===== config.mk =====
export PLATFORM = sky130hd
export DESIGN_NAME = alu_seq
export DESIGN_NICKNAME = d
export VERILOG_FILES = /design/src/rtl/alu_seq.sv
export SDC_FILE = /design/constraint.sdc
export NUM_CORES = 1
export LEC_CHECK = 0
export BUFFER_PORTS_ARGS = -buffer_cell sky130_fd_sc_hd__buf_2
export CAP_MARGIN = 20
export CORE_UTILIZATION = 42
export DETAILED_ROUTE_END_ITERATION = 8
export PLACE_DENSITY = 0.7
export SETUP_SLACK_MARGIN = 0.3
export SLEW_MARGIN = 10
export SYNTH_ARGS = -nofsm -noshare
export SYNTH_HDL_FRONTEND = slang
export SYNTH_SLANG_ARGS = --single-unit

===== constraint.sdc =====
create_clock -name clk -period 6.4 [get_ports clk]
set_clock_uncertainty 0.1 [all_clocks]
set_input_delay 1.28 -clock clk [delete_from_list [all_inputs] [get_ports clk]]
set_output_delay 1.28 -clock clk [all_outputs]
set_load 0.02 [all_outputs]

===== src/rtl/alu_seq.sv =====
// alu_seq: handshaked ALU with registered result/flags and an optional iterative multiplier.
// Define ALU_SEQ_MUL_EN to build the shift-add MUL path (opcode 1000); otherwise 1000 is illegal.
module alu_seq #(
  parameter int WIDTH = 32
) (
  input  logic             clk,
  input  logic             rst,
  input  logic             in_valid,
  output logic             in_ready,
  input  logic [WIDTH-1:0] in1,
  input  logic [WIDTH-1:0] in2,
  input  logic [3:0]       aluSel,
  output logic             out_valid,
  input  logic             out_ready,
  output logic [WIDTH-1:0] result,
  output logic             zero,
  output logic             carry,
  output logic             overflow,
  output logic             negative,
  output logic             illegal
);

  localparam int SHW = $clog2(WIDTH);

  localparam logic [3:0] OP_AND = 4'b0000;
  localparam logic [3:0] OP_OR  = 4'b0001;
  localparam logic [3:0] OP_ADD = 4'b0010;
  localparam logic [3:0] OP_XOR = 4'b0011;
  localparam logic [3:0] OP_SLL = 4'b0100;
  localparam logic [3:0] OP_SRL = 4'b0101;
  localparam logic [3:0] OP_SUB = 4'b0110;
  localparam logic [3:0] OP_SLT = 4'b0111;
  localparam logic [3:0] OP_NOR = 4'b1100;
  localparam logic [3:0] OP_SRA = 4'b1101;
`ifdef ALU_SEQ_MUL_EN
  localparam logic [3:0] OP_MUL = 4'b1000;
  localparam int CW = $clog2(WIDTH + 1);
`endif

  typedef enum logic [1:0] {
    S_IDLE = 2'd0,
    S_DONE = 2'd2
`ifdef ALU_SEQ_MUL_EN
    , S_EXEC = 2'd1
`endif
  } state_t;

  state_t state;
  state_t state_next;
  state_t accept_state;
  logic   accept;

  logic [WIDTH:0]   add_sum;
  logic [WIDTH:0]   sub_sum;
  logic [SHW-1:0]   shamt;
  logic [WIDTH-1:0] op_result;
  logic             op_carry;
  logic             op_overflow;
  logic             op_illegal;

`ifdef ALU_SEQ_MUL_EN
  logic             op_mul;
  logic [WIDTH-1:0] acc;
  logic [WIDTH-1:0] mcand;
  logic [WIDTH-1:0] mplier;
  logic [CW-1:0]    count;
`endif

  // A new operation may enter when idle, or when the held result leaves this same cycle.
  assign in_ready = (state == S_IDLE) || ((state == S_DONE) && out_ready);
  assign accept   = in_ready && in_valid;

  always_comb begin
    add_sum     = {1'b0, in1} + {1'b0, in2};
    sub_sum     = {1'b0, in1} + {1'b0, ~in2} + {{WIDTH{1'b0}}, 1'b1};
    shamt       = in2[SHW-1:0];
    op_result   = '0;
    op_carry    = 1'b0;
    op_overflow = 1'b0;
    op_illegal  = 1'b0;
`ifdef ALU_SEQ_MUL_EN
    op_mul      = 1'b0;
`endif
    case (aluSel)
      OP_AND: op_result = in1 & in2;
      OP_OR:  op_result = in1 | in2;
      OP_XOR: op_result = in1 ^ in2;
      OP_NOR: op_result = ~(in1 | in2);
      OP_ADD: begin
        op_result   = add_sum[WIDTH-1:0];
        op_carry    = add_sum[WIDTH];
        op_overflow = (in1[WIDTH-1] == in2[WIDTH-1]) && (add_sum[WIDTH-1] != in1[WIDTH-1]);
      end
      OP_SUB: begin
        op_result   = sub_sum[WIDTH-1:0];
        op_carry    = sub_sum[WIDTH];
        op_overflow = (in1[WIDTH-1] != in2[WIDTH-1]) && (sub_sum[WIDTH-1] != in1[WIDTH-1]);
      end
      OP_SLT: op_result = {{(WIDTH-1){1'b0}}, ($signed(in1) < $signed(in2))};
      OP_SLL: op_result = in1 << shamt;
      OP_SRL: op_result = in1 >> shamt;
      OP_SRA: op_result = $signed(in1) >>> shamt;
`ifdef ALU_SEQ_MUL_EN
      OP_MUL: op_mul = 1'b1;
`endif
      default: op_illegal = 1'b1;
    endcase
  end

  always_comb begin
`ifdef ALU_SEQ_MUL_EN
    accept_state = op_mul ? S_EXEC : S_DONE;
`else
    accept_state = S_DONE;
`endif
  end

  always_ff @(posedge clk) begin
    if (rst) state <= S_IDLE;
    else     state <= state_next;
  end

  always_comb begin
    state_next = state;
    case (state)
      S_IDLE: if (in_valid) state_next = accept_state;
`ifdef ALU_SEQ_MUL_EN
      S_EXEC: if (count == CW'(WIDTH)) state_next = S_DONE;
`endif
      S_DONE: if (out_ready) state_next = in_valid ? accept_state : S_IDLE;
      default: state_next = S_IDLE;
    endcase
  end

  // The multiplier runs WIDTH add/shift steps, then spends one more cycle publishing the product.
  always_ff @(posedge clk) begin
    if (rst) begin
      result    <= '0;
      zero      <= 1'b1;
      carry     <= 1'b0;
      overflow  <= 1'b0;
      negative  <= 1'b0;
      illegal   <= 1'b0;
      out_valid <= 1'b0;
`ifdef ALU_SEQ_MUL_EN
      acc       <= '0;
      mcand     <= '0;
      mplier    <= '0;
      count     <= '0;
`endif
    end else if (accept) begin
`ifdef ALU_SEQ_MUL_EN
      if (op_mul) begin
        mcand     <= in1;
        mplier    <= in2;
        acc       <= '0;
        count     <= '0;
        out_valid <= 1'b0;
      end else
`endif
      begin
        result    <= op_result;
        zero      <= (op_result == '0);
        carry     <= op_carry;
        overflow  <= op_overflow;
        negative  <= op_result[WIDTH-1];
        illegal   <= op_illegal;
        out_valid <= 1'b1;
      end
`ifdef ALU_SEQ_MUL_EN
    end else if (state == S_EXEC) begin
      if (count == CW'(WIDTH)) begin
        result    <= acc;
        zero      <= (acc == '0);
        carry     <= 1'b0;
        overflow  <= 1'b0;
        negative  <= acc[WIDTH-1];
        illegal   <= 1'b0;
        out_valid <= 1'b1;
      end else begin
        if (mplier[0]) acc <= acc + mcand;
        mcand  <= mcand << 1;
        mplier <= mplier >> 1;
        count  <= count + 1'b1;
      end
`endif
    end else if ((state == S_DONE) && out_ready) begin
      out_valid <= 1'b0;
    end
  end

endmodule


# [Yosys cells after proc, flatten, opt, wreduce, memory -nomap -nowiden]
# Cells that the tools add are included.
[totals] ff_bits=40 output_inout_bits=39 wordCells=57
[op_classes] n_addsub=3 magnitude_cmp=1 eq_ne=16 n_shift=3 n_mux=10 bitwise=5 reduce_logical=11
[op_table] cell="$pmux W32 S10" n=1
[op_table] cell="$add A32 B32 Y33" n=2
[op_table] cell="$not A32 Y32" n=2
[op_table] cell="$add A33 B1 Y33 const B" n=1
[op_table] cell="$and A32 B32 Y32" n=1
[op_table] cell="$logic_not A32 Y1" n=1
[op_table] cell="$lt A32 B32 Y1" n=1
[op_table] cell="$or A32 B32 Y32" n=1
[op_table] cell="$shl A32 B5 Y32" n=1
[op_table] cell="$shr A32 B5 Y32" n=1
[op_table] cell="$sshr A32 B5 Y32" n=1
[op_table] cell="$xor A32 B32 Y32" n=1
[op_table] cell="$eq A4 B3 Y1 const B" n=4
[op_table] cell="$reduce_or A10 Y1" n=1
[op_table] cell="$eq A4 B2 Y1 const B" n=2
[op_table] cell="$eq A4 B4 Y1 const B" n=2
[op_table] cell="$mux W2" n=3
[op_table] cell="$eq A4 B1 Y1 const B" n=1
[op_table] cell="$logic_and A1 B1 Y1" n=4
[op_table] cell="$logic_not A4 Y1" n=1
[op_table] cell="$ne A2 B2 Y1 const B" n=2
[op_table] cell="$pmux W1 S2" n=2
[op_table] cell="$pmux W2 S2" n=1
[op_table] cell="$mux W1" n=3
[op_table] cell="7 further kinds" n=9

# [Logic depth before layout (Yosys ltp)]
[depth] ltp_word=6 mapped_depth=17 mapped_depth_nobuf=14

# [Worst setup path before layout]
# OpenSTA, ideal clock, no wires.
[synth_timing] path_kind="input to register" startpoint="input in2[2]" endpoint="register zero" arrival_ns=5.075 setup_slack_ns=1.166 cell_stages=16 n_path_buf=3 cell_sequence="buf_4 clkinv_1 clkbuf_1 clkbuf_1 ha_1 or2_1 a2111o_1 a211oi_2 nor4b_1 o211a_1 a221o_1 a211o_1 or3_1 nor4_2 and4_1 a221o_1"
[synth_between] elab_chain_len=5
[synth_lines] item="start, declared" line="11" text="input logic [WIDTH-1:0] in2,"
[synth_lines] item="$not A32 Y32" line="75" text="sub_sum = {1'b0, in1} + {1'b0, ~in2} + {{WIDTH{1'b0}}, 1'b1};"
[synth_lines] item="$add A32 B32 Y33" line="75"
[synth_lines] item="$add A33 B1 Y33" line="75"
[synth_lines] item="$pmux W32 S10 (*)" line="84" text="case (aluSel)"
[synth_lines] item="$logic_not A32 Y1 (*)" line="163" text="zero <= (op_result == '0);"
[synth_lines] item="end signal, assigned" line="163"
[synth_lines] item="end, declared" line="16" text="output logic zero,"
# Every way passes the cells marked *; elsewhere a longest branch is shown, timed or not.
# A chain may end at the register's enable or synchronous reset.

# [Worst setup path in the final report]
[layout_timing] startpoint="input in2[3]" endpoint="register zero"
# The elaborated chain is that of the path after synthesis.

==> results.md <==
- Busiest grt layer: met2
- Synth async-reset ratio: 0
- Required time worst endpoint: 6.47 ns
- Met3 Use GR: 0.0663
- Max-Cap Viols: 0
- Slack of the critical path: just over 0.8 ns
- Register area share after synthesis: 0.0632
- Max transition margin: 0.325
- Library cells used by synthesis: around 100
- Post-Synth XOR/XNOR Area: 0.00582
- Synthesis-stage register bit count: 38
- Post-synth top area cell: ha_1
- Setup bufs post-CTS: 0
- DRT Pass-1 Iters: 8
- Largest family of logic cells by synthesized area: compound AO/OA/AOI/OAI gates
- Met2 GRT Util: 0.672
- Slowest CP cell: o21ai_0
- CTS tree: yes
- Worst setup SP type: primary input
- Hold path depth: 1
- R2r setup slk: about 3.0 ns
- Global-route wire length before repair: 91.5 mm
- F_max: between 0.15 and 0.2 GHz
- Outcome: finished, final reports clean
- Worst hold path type: reg2reg
- Top area cells in the synthesized netlist: ha_1 10%, mux4_2 8.8%, dfxtp_1 6.3%
- Hold_ws: around 0.34 ns
- Clock slew at the register clock pins of the worst setup and hold paths: about 0.050 ns
- Row count: approximately 60
- Worst vdd ir: around 0.11 mV
- Commonest cells in the synthesized netlist: 149 x nand2_1, 146 x nor2_1, 117 x a21oi_1
- # clock sinks: 38
- Die H: around 170 um
- I/O Buffers: 110
- Core ar.: roughly 0.028 mm2
- H-tree levels: 2
- GPL Wtd Cong: around 1.0
- Slowest stage delay, CP: about 0.66 ns
- Detailed placement HPWL: 50.1 mm
- CP top delay family: compound AO/OA/AOI/OAI gates
- Share of cells above drive strength 1: 0.182
- Largest net degree at the start of global routing: 65
- Total power: around 0.0017 W
- Post-Syn Instances: between 1500 and 2000
- Critical Path Fanout Max: 17
- RSZ-0062 raised after global routing: no
- Setup Slack @ Placement: roughly 0.76 ns
- Die Wd: 171 um
- HP Start: state[1]
- Syn_nets: 1831
- Root Buffer: clkbuf_16
- Finish-stage setup viols: 0
- GR Layer Usage met1: 0.560
- Max clock buf depth: 2
- Total leakage power: around 5.4 nW
- Area Overhead vs Synth: 7.94%
- DR vias: approximately 15000
- DRC: 0
- Power density over the cells: roughly 130 mW/mm2
- Reg2reg start: state[1]
- Die ar.: ~0.029 mm2
- Synth Area per Inst: between 7 and 8 um2
- Class of the most critical setup path: in2reg
- Final hold vios: 0
- Detailed Route Iter0 Violations: roughly 2100
- Fin crit share: 0.871
- Hold Buf Count CTS: 0
- Synth warn: 0
- Total wire length: ~63 mm
- Initial antenna violation count: 1
- Vias per inst: about 7.2
- Vias in the first global route: between 10000 and 15000
- CTS resizes: 0
- I/O pins: 111
- Hold Path Sink: out_valid
- Max-slew violation count: 0
- Clk_lat worst skew: roughly 0.28 ns
- Total grt overflow: 0
- Critical path startpoint: in2[3]
- WP data arrival: between 5 and 6 ns
- ANT cells: 0
- Worst Tran Pin Value: 1.00 ns
- GRT Total Usage: 0.424
- Crit. End Element: flip-flop
- Post-synth EDFFs: 0
- Cell count of the worst reg-to-reg path: 12
- Mux cell area share after synthesis: 0.179
- Initial Util: 0.430
- Synth Cell Area: roughly 0.012 mm2
- Reg-to-reg endpoint: zero
- Buffers & Inverters on Critical Path: 3
- Routed WL per cell: roughly 31 um
- Area share of and/or/nand/nor cells after synthesis: 0.214
- Predominant post-synthesis flop cell: dfxtp_1
- CP cell instances: buf_2 -> clkinv_1 -> ha_1 -> nor3b_1 -> nor3_1 -> a2111oi_0 -> buf_4 -> o21ai_0 -> a31oi_1 -> o311a_1 -> nor4_1 -> a211o_1 -> nor2b_1 -> and4_1 -> a221o_1
- Most common cell in the netlist: nand2_1
- Post-Synth Adder-Cell Area: 0.108
- Final cell utilization of the core: 0.464
- Top-area cell type share of the netlist area: 0.105
- Num CTS Buffers: 5
- Post-layout min period: about 5.6 ns
- Nets: 1854
- Compound-gate portion of the synthesized area: 0.336
- Post-Route Setup TNS: 0 ns
- Antenna violation net count after detailed routing: 0
power breakdown:
group / internal [W] / switching, W
clock network: 0.000154 / 0.0000952
logic: 0.000389 / 0.000764
registers: 0.000257 / 0.0000105
total: 0.000800 / 0.000869
cells in the final DEF (no fill, tap or decap), types with 36 or more instances in the layout:
cell type and count:
mux2_2 36, buf_2 108, a211oi_1 50, buf_4 59, nor3_1 39, a21oi_1 117
mux4_2 47, o21ai_0 68, ha_1 101, inv_1 95, mux2i_1 65, nand2_1 149
dfxtp_1 38, nor2_1 145, nand3_1 43
stage by stage:
step | instances | area [um2]
6_report | 2058 | 13000
5_1_grt | 2058 | 13000
4_1_cts | 2058 | 13000
3_5_place_dp | 2050 | 12800
3_3_place_gp | 2050 | 12800
2_1_floorplan | 1656 | 12000
state kept, by name, indices dropped and copies added (netlist names):
register,flops
zero,1
result,32
out_valid,1
illegal,1
carry,1
state,1
overflow,1
final cells by class:
type | instances | area (um2)
Inverter | 101 | 379
Sequential cell | 38 | 761
Timing Repair Buffer | 171 | 1060
Tap cell | 378 | 473
Clock inverter | 2 | 12.5
Multi-Input combinational cell | 1362 | 10200
Clock buffer | 6 | 139
Fill cell | 2942 | 15000
routing by layer:
layer / vias up / part of all wire
met5: - / 0.00021
met3: 217 / 0.098
li1: 6377 / -
met1: 7143 / 0.40
met2: 1043 / 0.45
met4: 2 / 0.054
cells by family after synthesis:
group / count (synthesis)
AO/OA/AOI/OAI: 573
XOR/XNOR: 8
adder cells (fa/ha/maj): 103
buffers and inverters: 256
flip-flops: 38
multiplexers: 151
AND/OR/NAND/NOR: 527
how the worst max path moves through the flow:
stage	endpoint	slack [ns]	depth (start not counted)
2_1_floorplan	zero	1.17	16
3_3_place_gp	zero	0.77	15
3_5_place_dp	zero	0.76	15
4_1_cts	zero	1.02	15
5_1_grt	zero	0.71	14
6_report	zero	0.82	15
Note: power is estimated with default switching activity, not from simulation.
